## config.mk

```make
export PLATFORM = sky130hd
export DESIGN_NAME = serial_subtractor
export DESIGN_NICKNAME = d
export VERILOG_FILES = /design/src/rtl/serial_subtractor.sv
export SDC_FILE = /design/constraint.sdc
export NUM_CORES = 1
export LEC_CHECK = 0
export ABC_AREA = 1
export CORE_MARGIN = 2
export CORE_UTILIZATION = 33
export CTS_BUF_LIST = sky130_fd_sc_hd__clkbuf_16
export CTS_CLUSTER_DIAMETER = 30
export CTS_CLUSTER_SIZE = 14
export DETAILED_ROUTE_END_ITERATION = 8
export DONT_BUFFER_PORTS = 1
export GPL_ROUTABILITY_DRIVEN = 0
export PLACE_DENSITY = 0.43
export SLEW_MARGIN = 20
export SYNTH_ARGS = -nofsm -noshare
export SYNTH_HDL_FRONTEND = slang
export SYNTH_SLANG_ARGS = --single-unit
```

## constraint.sdc

```tcl
create_clock -name clk -period 1.5 [get_ports clk]
set_input_delay 0.3 -clock clk [delete_from_list [all_inputs] [get_ports clk]]
set_output_delay 0.3 -clock clk [all_outputs]
set_load 0.03 [all_outputs]
```

## src/rtl/serial_subtractor.sv

```systemverilog
// Bit-serial subtractor: computes a - b - bin one bit per clock, LSB first,
// through a single full-subtractor cell and a borrow flop.
module serial_subtractor #(
  parameter int unsigned WIDTH = 4
) (
  input  logic             clk,
  input  logic             rst,
  input  logic             start,
  input  logic [WIDTH-1:0] a,
  input  logic [WIDTH-1:0] b,
  input  logic             bin,
  output logic             busy,
  output logic             done,
  output logic [WIDTH-1:0] diff,
  output logic             bout
);

  localparam int unsigned CntW = $clog2(WIDTH) + 1;

  typedef enum logic [1:0] {StIdle, StShift, StDone} state_e;

  state_e           state_q;
  logic [WIDTH-1:0] sa_q, sb_q, sd_q;
  logic             br_q;
  logic [CntW-1:0]  cnt_q;

  logic             x, y, d, br_d;
  logic [WIDTH-1:0] sd_d;

  // sd_q[0] is the oldest bit and falls off the end on every shift.
  logic unused_sd;
  assign unused_sd = sd_q[0];

  always_comb begin
    x    = sa_q[0];
    y    = sb_q[0];
    d    = x ^ y ^ br_q;
    br_d = (~x & y) | (~(x ^ y) & br_q);
    sd_d = {d, sd_q[WIDTH-1:1]};
  end

  always_ff @(posedge clk or posedge rst) begin
    if (rst) begin
      state_q <= StIdle;
      sa_q    <= '0;
      sb_q    <= '0;
      sd_q    <= '0;
      br_q    <= 1'b0;
      cnt_q   <= '0;
      diff    <= '0;
      bout    <= 1'b0;
    end else begin
      unique case (state_q)
        StIdle, StDone: begin
          if (start) begin
            sa_q    <= a;
            sb_q    <= b;
            br_q    <= bin;
            cnt_q   <= '0;
            state_q <= StShift;
          end else begin
            state_q <= StIdle;
          end
        end
        StShift: begin
          sa_q  <= {1'b0, sa_q[WIDTH-1:1]};
          sb_q  <= {1'b0, sb_q[WIDTH-1:1]};
          sd_q  <= sd_d;
          br_q  <= br_d;
          cnt_q <= cnt_q + 1'b1;
          if (cnt_q == CntW'(WIDTH - 1)) begin
            diff    <= sd_d;
            bout    <= br_d;
            state_q <= StDone;
          end
        end
        default: state_q <= StIdle;
      endcase
    end
  end

  // Decoded purely from state so start can never reach busy/done combinationally.
  assign busy = (state_q == StShift);
  assign done = (state_q == StDone);

endmodule

```

==> results of run 1 <==
[registers in the layout, indices dropped and copies added (netlist names)]
signal / count
bout: 1
br_q: 1
sd_q: 3
sa_q: 4
sb_q: 4
cnt_q: 3
diff: 4
state_q: 2
[cell usage after synthesis (2+ instances only)]
library cell	number
nand2_1	37
dfrtp_1	22
inv_1	22
nand3_1	13
o21ai_1	8
inv_2	4
o21ai_2	3
buf_6	2
ha_1	2
nand2_2	2
nand2_4	2
nor2_1	2
[how the worst max path moves through the flow]
stage / slack (ns) / to / depth (start not counted)
after floorplan: 0.25 / cnt_q[2]$_DFFE_PP0P_ / 4
after global placement: 0.24 / cnt_q[2]$_DFFE_PP0P_ / 4
after detailed placement: 0.22 / cnt_q[2]$_DFFE_PP0P_ / 4
after CTS: 0.02 / done / 4
after global routing: 0.004 / done / 3
final: 0.05 / done / 3
[logic make-up after synthesis]
| family | Yosys count | share of synthesized area, % |
|---|---|---|
| compound gates | 12 | 7.068 |
| simple gates | 58 | 24.85 |
| fa+ha+maj | 3 | 4.240 |
| flops | 22 | 51.83 |
| buf+inv | 29 | 12.01 |
[per-stage QoR]
stage	hold WS [ns]	setup WS, ns	instance area (um^2)
floorplan	0.2892	0.2518	1062
global placement	0.2514	0.2412	1160
detailed placement	0.2589	0.2222	1160
CTS	0.1687	0.02134	1275
global route	0.1706	0.004178	1282
finish	0.1721	0.05372	1282
[layout by cell type, fill, tap and decap left out, drive strengths merged, types with 2 or more instances in the layout]
cell     n
nand2   41
inv     26
dfrtp   22
nand3   13
o21ai   11
buf      9
clkbuf   3
nor2     3
ha       2
[area by class of cell]
type	count	area, um^2
timing repair buffer	10	90.09
sequential	22	550.5
clock buffer	3	75.07
multi-input combinational	73	384.1
tap	44	55.05
inverter	26	97.59
clock inverter	1	30.03
fill	336	1770
[power by group through the flow]
stage                     combinational, mW  sequential, mW  clock [mW]
after global placement                 1.37            1.19           0
after global routing                   1.60            1.22       0.800
after detailed placement               1.39            1.19           0
final                                  1.38            1.18       0.739
after floorplan                        1.07            1.14           0
after CTS                              1.41            1.19       0.763
[timing repair]
item / 4_1_cts / 5_1_grt
endpoints found under the hold margin: 22 / 0
hold buffers: 1 / 0
setup endpoints to repair: 0 / 1
buffers inserted: 0 / 1
[layer usage]
| layer | global-route usage, % | share of wire [%] | vias up | wire length [um] |
|---|---|---|---|---|
| li1 | - | - | 397 | - |
| met1 | 19.73 | 51 | 339 | 1031 |
| met2 | 18.43 | 45 | 9 | 908 |
| met3 | 2.985 | 3.5 | 2 | 71 |
| met4 | 6.522 | 0.74 | 0 | 15 |
| met5 | 0 | 0 | - | 0 |
==> impl_metrics.yaml, run 1 <==
worst_hold_path:
  hp-start: "b[3]"
  hold_path.class: "primary input to register"
  hold_end: "sb_q[3]$_DFFE_PP0P_"
  hold-path-cell-count: 2
drt:
  vias_per_cell: 4.173
  drtAntennaViolNets: 0
  drt_wl_total_um: 2027
  via_count: 747
  drtIter0Drc: 13
  drc_errors: 0
  dr.pass1.iters: 4
  wl_per_cell_um: 11.32
timing:
  rsz0062_at_grt: "false"
  min_period_ns: 1.446
  setup_viol: 0
  finalClockSkew_ns: 0.002276
  finalCritPeriodShare_pct: 96.42
  setup_tns_ns: 0
  max_slew.worst_pin.slew_ns: 0.3121
  hold_viol: 0
  clock.fmax_mhz: 691.4
  max-slew-margin-rel_pct: 79.20
  slew_violations: 0
pwr:
  clock_power_share_pct: 22.4
  power_density_nw_per_um2: 2574
  vdd_ir_drop_max_mv: 0.9921
  p_leak_nw: 0.6974
  p_comb_share_pct: 41.8
  p_sw_mw: 1.320
  total_power_mw: 3.300
  seq_power_share_pct: 35.8
  switching_share_pct: 40.00
  p_int_mw: 1.980
setup_path:
  cpMostUsedCell: "buf_4"
  cp_top_family: "flip-flops"
  crit_chain: "buf_4 -> nor2_1 -> buf_4"
  end_kind: "primary output"
  rr_endpoint: "cnt_q[2]$_DFFE_PP0P_"
  reg2reg_from: "cnt_q[0]$_DFFE_PP0P_"
  ff2ff_setup_slack_ns: 0.21
  cp_num_buf_inv: 2
  startpoint: "state_q[0]$_DFFE_PP0P_"
  critical_path_class: "register to primary output"
  slowest_stage: "dfrtp_1"
  slowest_delay_ns: 0.44
  ff2ff_path_depth: 4
  path_max_fanout: 7
  arrival_ns: 1.15
  startpoint_type: "register"
  required_ns: 1.20
floorplan:
  die_x_um: 60.74
  io_pins: 19
  core_um2: 3053
  start_util_pct: 34.80
  fp-row-count: 20
  dieArea_um2: 3689
  die_h_um: 60.74
clocking:
  clk_latency_ns: 0.25
  cts_buffer_depth: 2
  cts_made_buffers: 3
  cts.sinks: 22
  cts_resized: 0
  cts_root_buf: "clkbuf_16"
  clkTransAtPathRegs_ns: 0.06
  htree_levels: 1
  cts_tree: "done"
synth:
  ys_ff_latch: 22
  synth_cell_type_count: 17
  synth_area_leader_cell: "dfrtp_1"
  synth-seq-area-share_pct: 51.83
  synth_area_um2: 1062
  async_flop_share_pct: 100.0
  synth_area_leaders: "dfrtp_1, nand2_1, inv_1"
  synth_nets: 139
  syn_inst: 124
  ys_dominant_reg_cell: "dfrtp_1"
  avgSynthCellArea_um2: 8.567
  yosys_warnings: 0
  synth_edf_count: 0
  synth_top_area_share_pct: 51.83
global_route:
  grt_pass1_wl_um: 3532
  grt_max_degree: 23
  grt-ovfl-total: 0
  first_global_vias: 752
  grt.total_usage_pct: 13.38
  grt_antenna_before_repair: 0
finish:
  final_cells: 179
  post-route-util_pct: 42.01
  nets: 151
  diodes: 0
  drive_above_1_share_pct: 20.00
  syn_to_final_growth_pct: 20.73
place:
  io_buffers: 0
  place_hpwl_um: 1463
  place_inst: 173
status:
  status: "finished, final reports clean"
run:
  maxCapViolCount: 0
Power figures use the tool's default switching activity.
==> run 2: changes to the inputs <==
--- a/config.mk
+++ b/config.mk
@@ -7,14 +7,14 @@
 export LEC_CHECK = 0
 export ABC_AREA = 1
 export CORE_MARGIN = 2
-export CORE_UTILIZATION = 33
+export CORE_UTILIZATION = 36
 export CTS_BUF_LIST = sky130_fd_sc_hd__clkbuf_16
 export CTS_CLUSTER_DIAMETER = 30
 export CTS_CLUSTER_SIZE = 14
 export DETAILED_ROUTE_END_ITERATION = 8
 export DONT_BUFFER_PORTS = 1
 export GPL_ROUTABILITY_DRIVEN = 0
-export PLACE_DENSITY = 0.43
+export PLACE_DENSITY = 0.46
 export SLEW_MARGIN = 20
 export SYNTH_ARGS = -nofsm -noshare
 export SYNTH_HDL_FRONTEND = slang
==> impl_metrics.yaml, run 2 (synthesized netlist as in run 1, its figures left out) <==
setup_path:
  slowest_delay_ns: 0.40
  startpoint_type: "register"
  cp_num_buf_inv: 2
  crit_chain: "buf_4 -> nor2_1 -> buf_4"
  ff2ff_setup_slack_ns: 0.19
  slowest_stage: "dfrtp_2"
  end_kind: "primary output"
  required_ns: 1.20
  critical_path_class: "register to primary output"
  arrival_ns: 1.08
  cp_top_family: "flip-flops"
  cpMostUsedCell: "buf_4"
  path_max_fanout: 4
place:
  io_buffers: 0
  place_inst: 157
  dp_slack_ns: 0.2048
  place_hpwl_um: 1429
  place_area_um2: 1109
clocking:
  clkTransAtPathRegs_ns: 0.06
  cts_made_buffers: 3
  htree_levels: 1
  clk_latency_ns: 0.25
  cts.sinks: 22
  cts_root_buf: "clkbuf_16"
  cts_buffer_depth: 2
  cts_tree: "done"
floorplan:
  start_util_pct: 38.19
  die_h_um: 58.32
  fp-row-count: 19
  dieArea_um2: 3401
  io_pins: 19
  die_x_um: 58.32
  core_um2: 2781
finish:
  final_cell_mix: "nand2_1, inv_1, dfrtp_1"
  seqCellArea_um2: 551.8
  post-route-util_pct: 43.77
  diodes: 0
  layout_commonest_cell: "nand2_1"
  final_cell_area_um2: 1217
  syn_to_final_growth_pct: 14.61
  final_cells: 164
  nets: 150
  drive_above_1_share_pct: 19.55
  multiInputGateArea_um2: 384.1
  reg.largest.list: "diff: 4 flops, sa_q: 4 flops, sb_q: 4 flops"
  fillerInstances: 289
drt:
  vias_per_cell: 4.524
  wl_per_cell_um: 12.62
  drc_errors: 0
  drtIter0Drc: 16
  drtAntennaViolNets: 0
  dr.max_layer_used: "met4"
  drt_wl_total_um: 2069
  dr.pass1.iters: 4
  via_count: 742
  drt-met1-wl_um: 1048
  met2_length_um: 900
  wl_met3_um: 77
timing:
  finalClockSkew_ns: 0.001269
  setup_slack_ns: 0.1204
  finalCritPeriodShare_pct: 91.97
  slew_violations: 0
  setup_viol: 0
  whs_ns: 0.1655
  hold_viol: 0
  max-slew-margin-rel_pct: 79.24
  max_slew.worst_pin.slew_ns: 0.3114
  setup_tns_ns: 0
  rsz0062_at_grt: "false"
  clock.fmax_mhz: 724.9
  min_period_ns: 1.380
pwr:
  p_leak_nw: 0.6740
  power_density_nw_per_um2: 2522
  vdd_ir_drop_max_mv: 1.060
  total_power_mw: 3.070
global_route:
  first_global_vias: 746
  grt.total_usage_pct: 14.12
  grt_max_degree: 23
  grt-ovfl-total: 0
  grt_antenna_before_repair: 0
  grt_pass1_wl_um: 3546
status:
  status: "finished, final reports clean"
worst_hold_path:
  hold_path.class: "primary input to register"
run:
  maxCapViolCount: 0
-- run 2: final timing paths --
| check | to | cells after the start | start |
|---|---|---|---|
| max | done | 3 | state_q[0]$_DFFE_PP0P_ |
| min | sa_q[3]$_DFFE_PP0P_ | 2 | a[3] |
| max reg2reg | cnt_q[2]$_DFFE_PP0P_ | 4 | cnt_q[0]$_DFFE_PP0P_ |
| min reg2reg | diff[0]$_DFFE_PP0P_ | 2 | sd_q[1]$_DFFE_PP0P_ |
| max in group asynchronous | state_q[0]$_DFFE_PP0P_ | 3 | rst |
| min in group asynchronous | sd_q[2]$_DFFE_PP0P_ | 3 | rst |
-- run 2: layer usage --
| layer | up-vias | track usage (%) |
|---|---|---|
| li1 | 395 | - |
| met1 | 330 | 20.60 |
| met2 | 12 | 19.74 |
| met3 | 5 | 3.077 |
| met4 | 0 | 6.977 |
| met5 | - | 0 |
-- run 2: power by group --
part	switching [mW]	internal (mW)	leakage (nW)
sequential	0.285	0.887	0.271
combinational	0.815	0.524	0.366
clock	0.208	0.352	0.0370
-- run 2: timing repair --
action                                 4_1_cts  5_1_grt
setup buffers                                0        3
gates resized for setup                      1        0
hold buffers                                 1        0
setup endpoints to repair                    1        1
pin swaps                                    0        0
endpoints found under the hold margin       22        0
-- run 2: area by class of cell --
type	count	share of cell area, %
clock buffers	3	6.166
well taps	31	3.186
flip-flops and latches	22	45.32
inverters	26	8.016
repair buffers	9	5.755
multi-input cells	73	31.55
==> run 3: changes to the inputs <==
--- a/config.mk
+++ b/config.mk
@@ -15,6 +15,7 @@
 export DONT_BUFFER_PORTS = 1
 export GPL_ROUTABILITY_DRIVEN = 0
 export PLACE_DENSITY = 0.46
+export REMOVE_ABC_BUFFERS = 1
 export SLEW_MARGIN = 20
 export SYNTH_ARGS = -nofsm -noshare
 export SYNTH_HDL_FRONTEND = slang
==> impl_metrics.yaml, run 3 (synthesized netlist as in run 1, its figures left out) <==
global_route:
  grt-ovfl-total: 0
  grt_max_degree: 23
  grt_pass1_wl_um: 3367
  first_global_vias: 707
  grt_antenna_before_repair: 0
  grt.total_usage_pct: 13.85
run:
  maxCapViolCount: 0
worst_hold_path:
  hold_path.class: "primary input to register"
clocking:
  cts_tree: "done"
  cts_buffer_depth: 2
  cts.sinks: 22
  cts_root_buf: "clkbuf_16"
  clk_latency_ns: 0.25
  htree_levels: 1
  cts_made_buffers: 3
  clkTransAtPathRegs_ns: 0.06
setup_path:
  cp_top_family: "flip-flops"
  startpoint_type: "register"
  rr_endpoint: "cnt_q[2]$_DFFE_PP0P_"
  cp-endpoint: "busy"
  slowest_stage: "dfrtp_2"
  ff2ff_path_depth: 4
  crit_chain: "inv_2 -> nor2_4 -> buf_4"
  startpoint: "state_q[0]$_DFFE_PP0P_"
  critical_path_class: "register to primary output"
  end_kind: "primary output"
  slowest_delay_ns: 0.44
  ff2ff_setup_slack_ns: 0.21
  required_ns: 1.20
  cp_num_buf_inv: 2
  reg2reg_from: "cnt_q[0]$_DFFE_PP0P_"
  path_depth: 3
  path_max_fanout: 6
  arrival_ns: 1.11
finish:
  final_cells: 165
  layout_commonest_cell: "nand2_1"
  final_cell_mix: "nand2_1, inv_1, dfrtp_1"
  reg.largest.list: "diff: 4 flops, sa_q: 4 flops, sb_q: 4 flops"
  seqCellArea_um2: 551.8
  multiInputGateArea_um2: 384.1
  nets: 150
  syn_to_final_growth_pct: 14.96
  drive_above_1_share_pct: 19.40
  diodes: 0
  fillerInstances: 288
timing:
  slew_violations: 0
  hold_viol: 0
  finalClockSkew_ns: 0.003715
  setup_tns_ns: 0
  clock.fmax_mhz: 707.5
  min_period_ns: 1.414
  rsz0062_at_grt: "false"
  max_slew.worst_pin.slew_ns: 0.3072
  setup_viol: 0
  max-slew-margin-rel_pct: 79.52
  setup_slack_ns: 0.08647
  finalCritPeriodShare_pct: 94.24
drt:
  drtAntennaViolNets: 0
  dr.pass1.iters: 2
  drtIter0Drc: 21
  vias_per_cell: 4.558
  drt_wl_total_um: 2011
  via_count: 752
  wl_per_cell_um: 12.19
  drc_errors: 0
floorplan:
  start_util_pct: 38.19
  dieArea_um2: 3401
  die_x_um: 58.32
  io_pins: 19
  core_um2: 2781
  die_h_um: 58.32
  fp-row-count: 19
place:
  place_inst: 158
  place_hpwl_um: 1389
  dp_slack_ns: 0.2058
  io_buffers: 0
pwr:
  power_density_nw_per_um2: 2514
  p_leak_nw: 0.6755
  vdd_ir_drop_max_mv: 0.9904
status:
  status: "finished, final reports clean"
[run 3: worst reg2reg max path: stages (launching register included)]
cell and delay [ns]:
dfrtp_1 0.41, ha_1 0.22, ha_1 0.26, or2_2 0.30, o21ai_2 0.05
[run 3: worst min path at each step]
| stage | startpoint | cells past startpoint | to | slack [ns] |
|---|---|---|---|---|
| floorplan | rst | 1 | bout$_DFFE_PP0P_ | 0.29 |
| global placement | rst | 2 | diff[3]$_DFFE_PP0P_ | 0.25 |
| detailed placement | rst | 2 | diff[2]$_DFFE_PP0P_ | 0.25 |
| CTS | b[3] | 2 | sb_q[3]$_DFFE_PP0P_ | 0.17 |
| global route | a[3] | 2 | sa_q[3]$_DFFE_PP0P_ | 0.18 |
| finish | b[3] | 2 | sb_q[3]$_DFFE_PP0P_ | 0.17 |
[run 3: power breakdown]
part	internal [mW]	total [mW]	switching, mW
Combinational	0.522	1.31	0.787
Clock	0.356	0.569	0.213
Sequential	0.887	1.19	0.306
[run 3: through the flow]
step	power [mW]	hold WS (ns)	utilization (%)	cell area (um^2)
4_1_cts	3.080	0.1653	43.36	1206
3_5_place_dp	2.482	0.2529	40.13	1116
5_1_grt	3.368	0.1820	43.90	1221
3_3_place_gp	2.480	0.2506	40.13	1116
2_1_floorplan	2.120	0.2892	-	1032
6_report	3.070	0.1705	43.90	1221
[run 3: repair_timing]
action | in CTS | in global routing
setup buffers | 0 | 2
gates resized for setup | 1 | 0
hold buffers | 1 | 0
hold endpoints to repair | 22 | 0
setup endpoints to repair | 1 | 1
[run 3: final cells by class]
class | instances | area share (%)
well taps | 31 | 3.176
clock inverters | 1 | 0.3074
inverters | 26 | 7.992
clock buffers | 3 | 6.148
flip-flops and latches | 22 | 45.18
multi-input cells | 73 | 31.45
repair buffers | 9 | 5.738
[run 3: routing by layer]
metal	routed length [um]	share of wire [%]	vias up	global-route usage (%)
met2	830	41	11	18.62
met3	66	3.3	5	2.857
li1	-	-	395	-
met4	59	2.9	0	8.970
met5	0	0	-	0
met1	1054	52	341	20.09
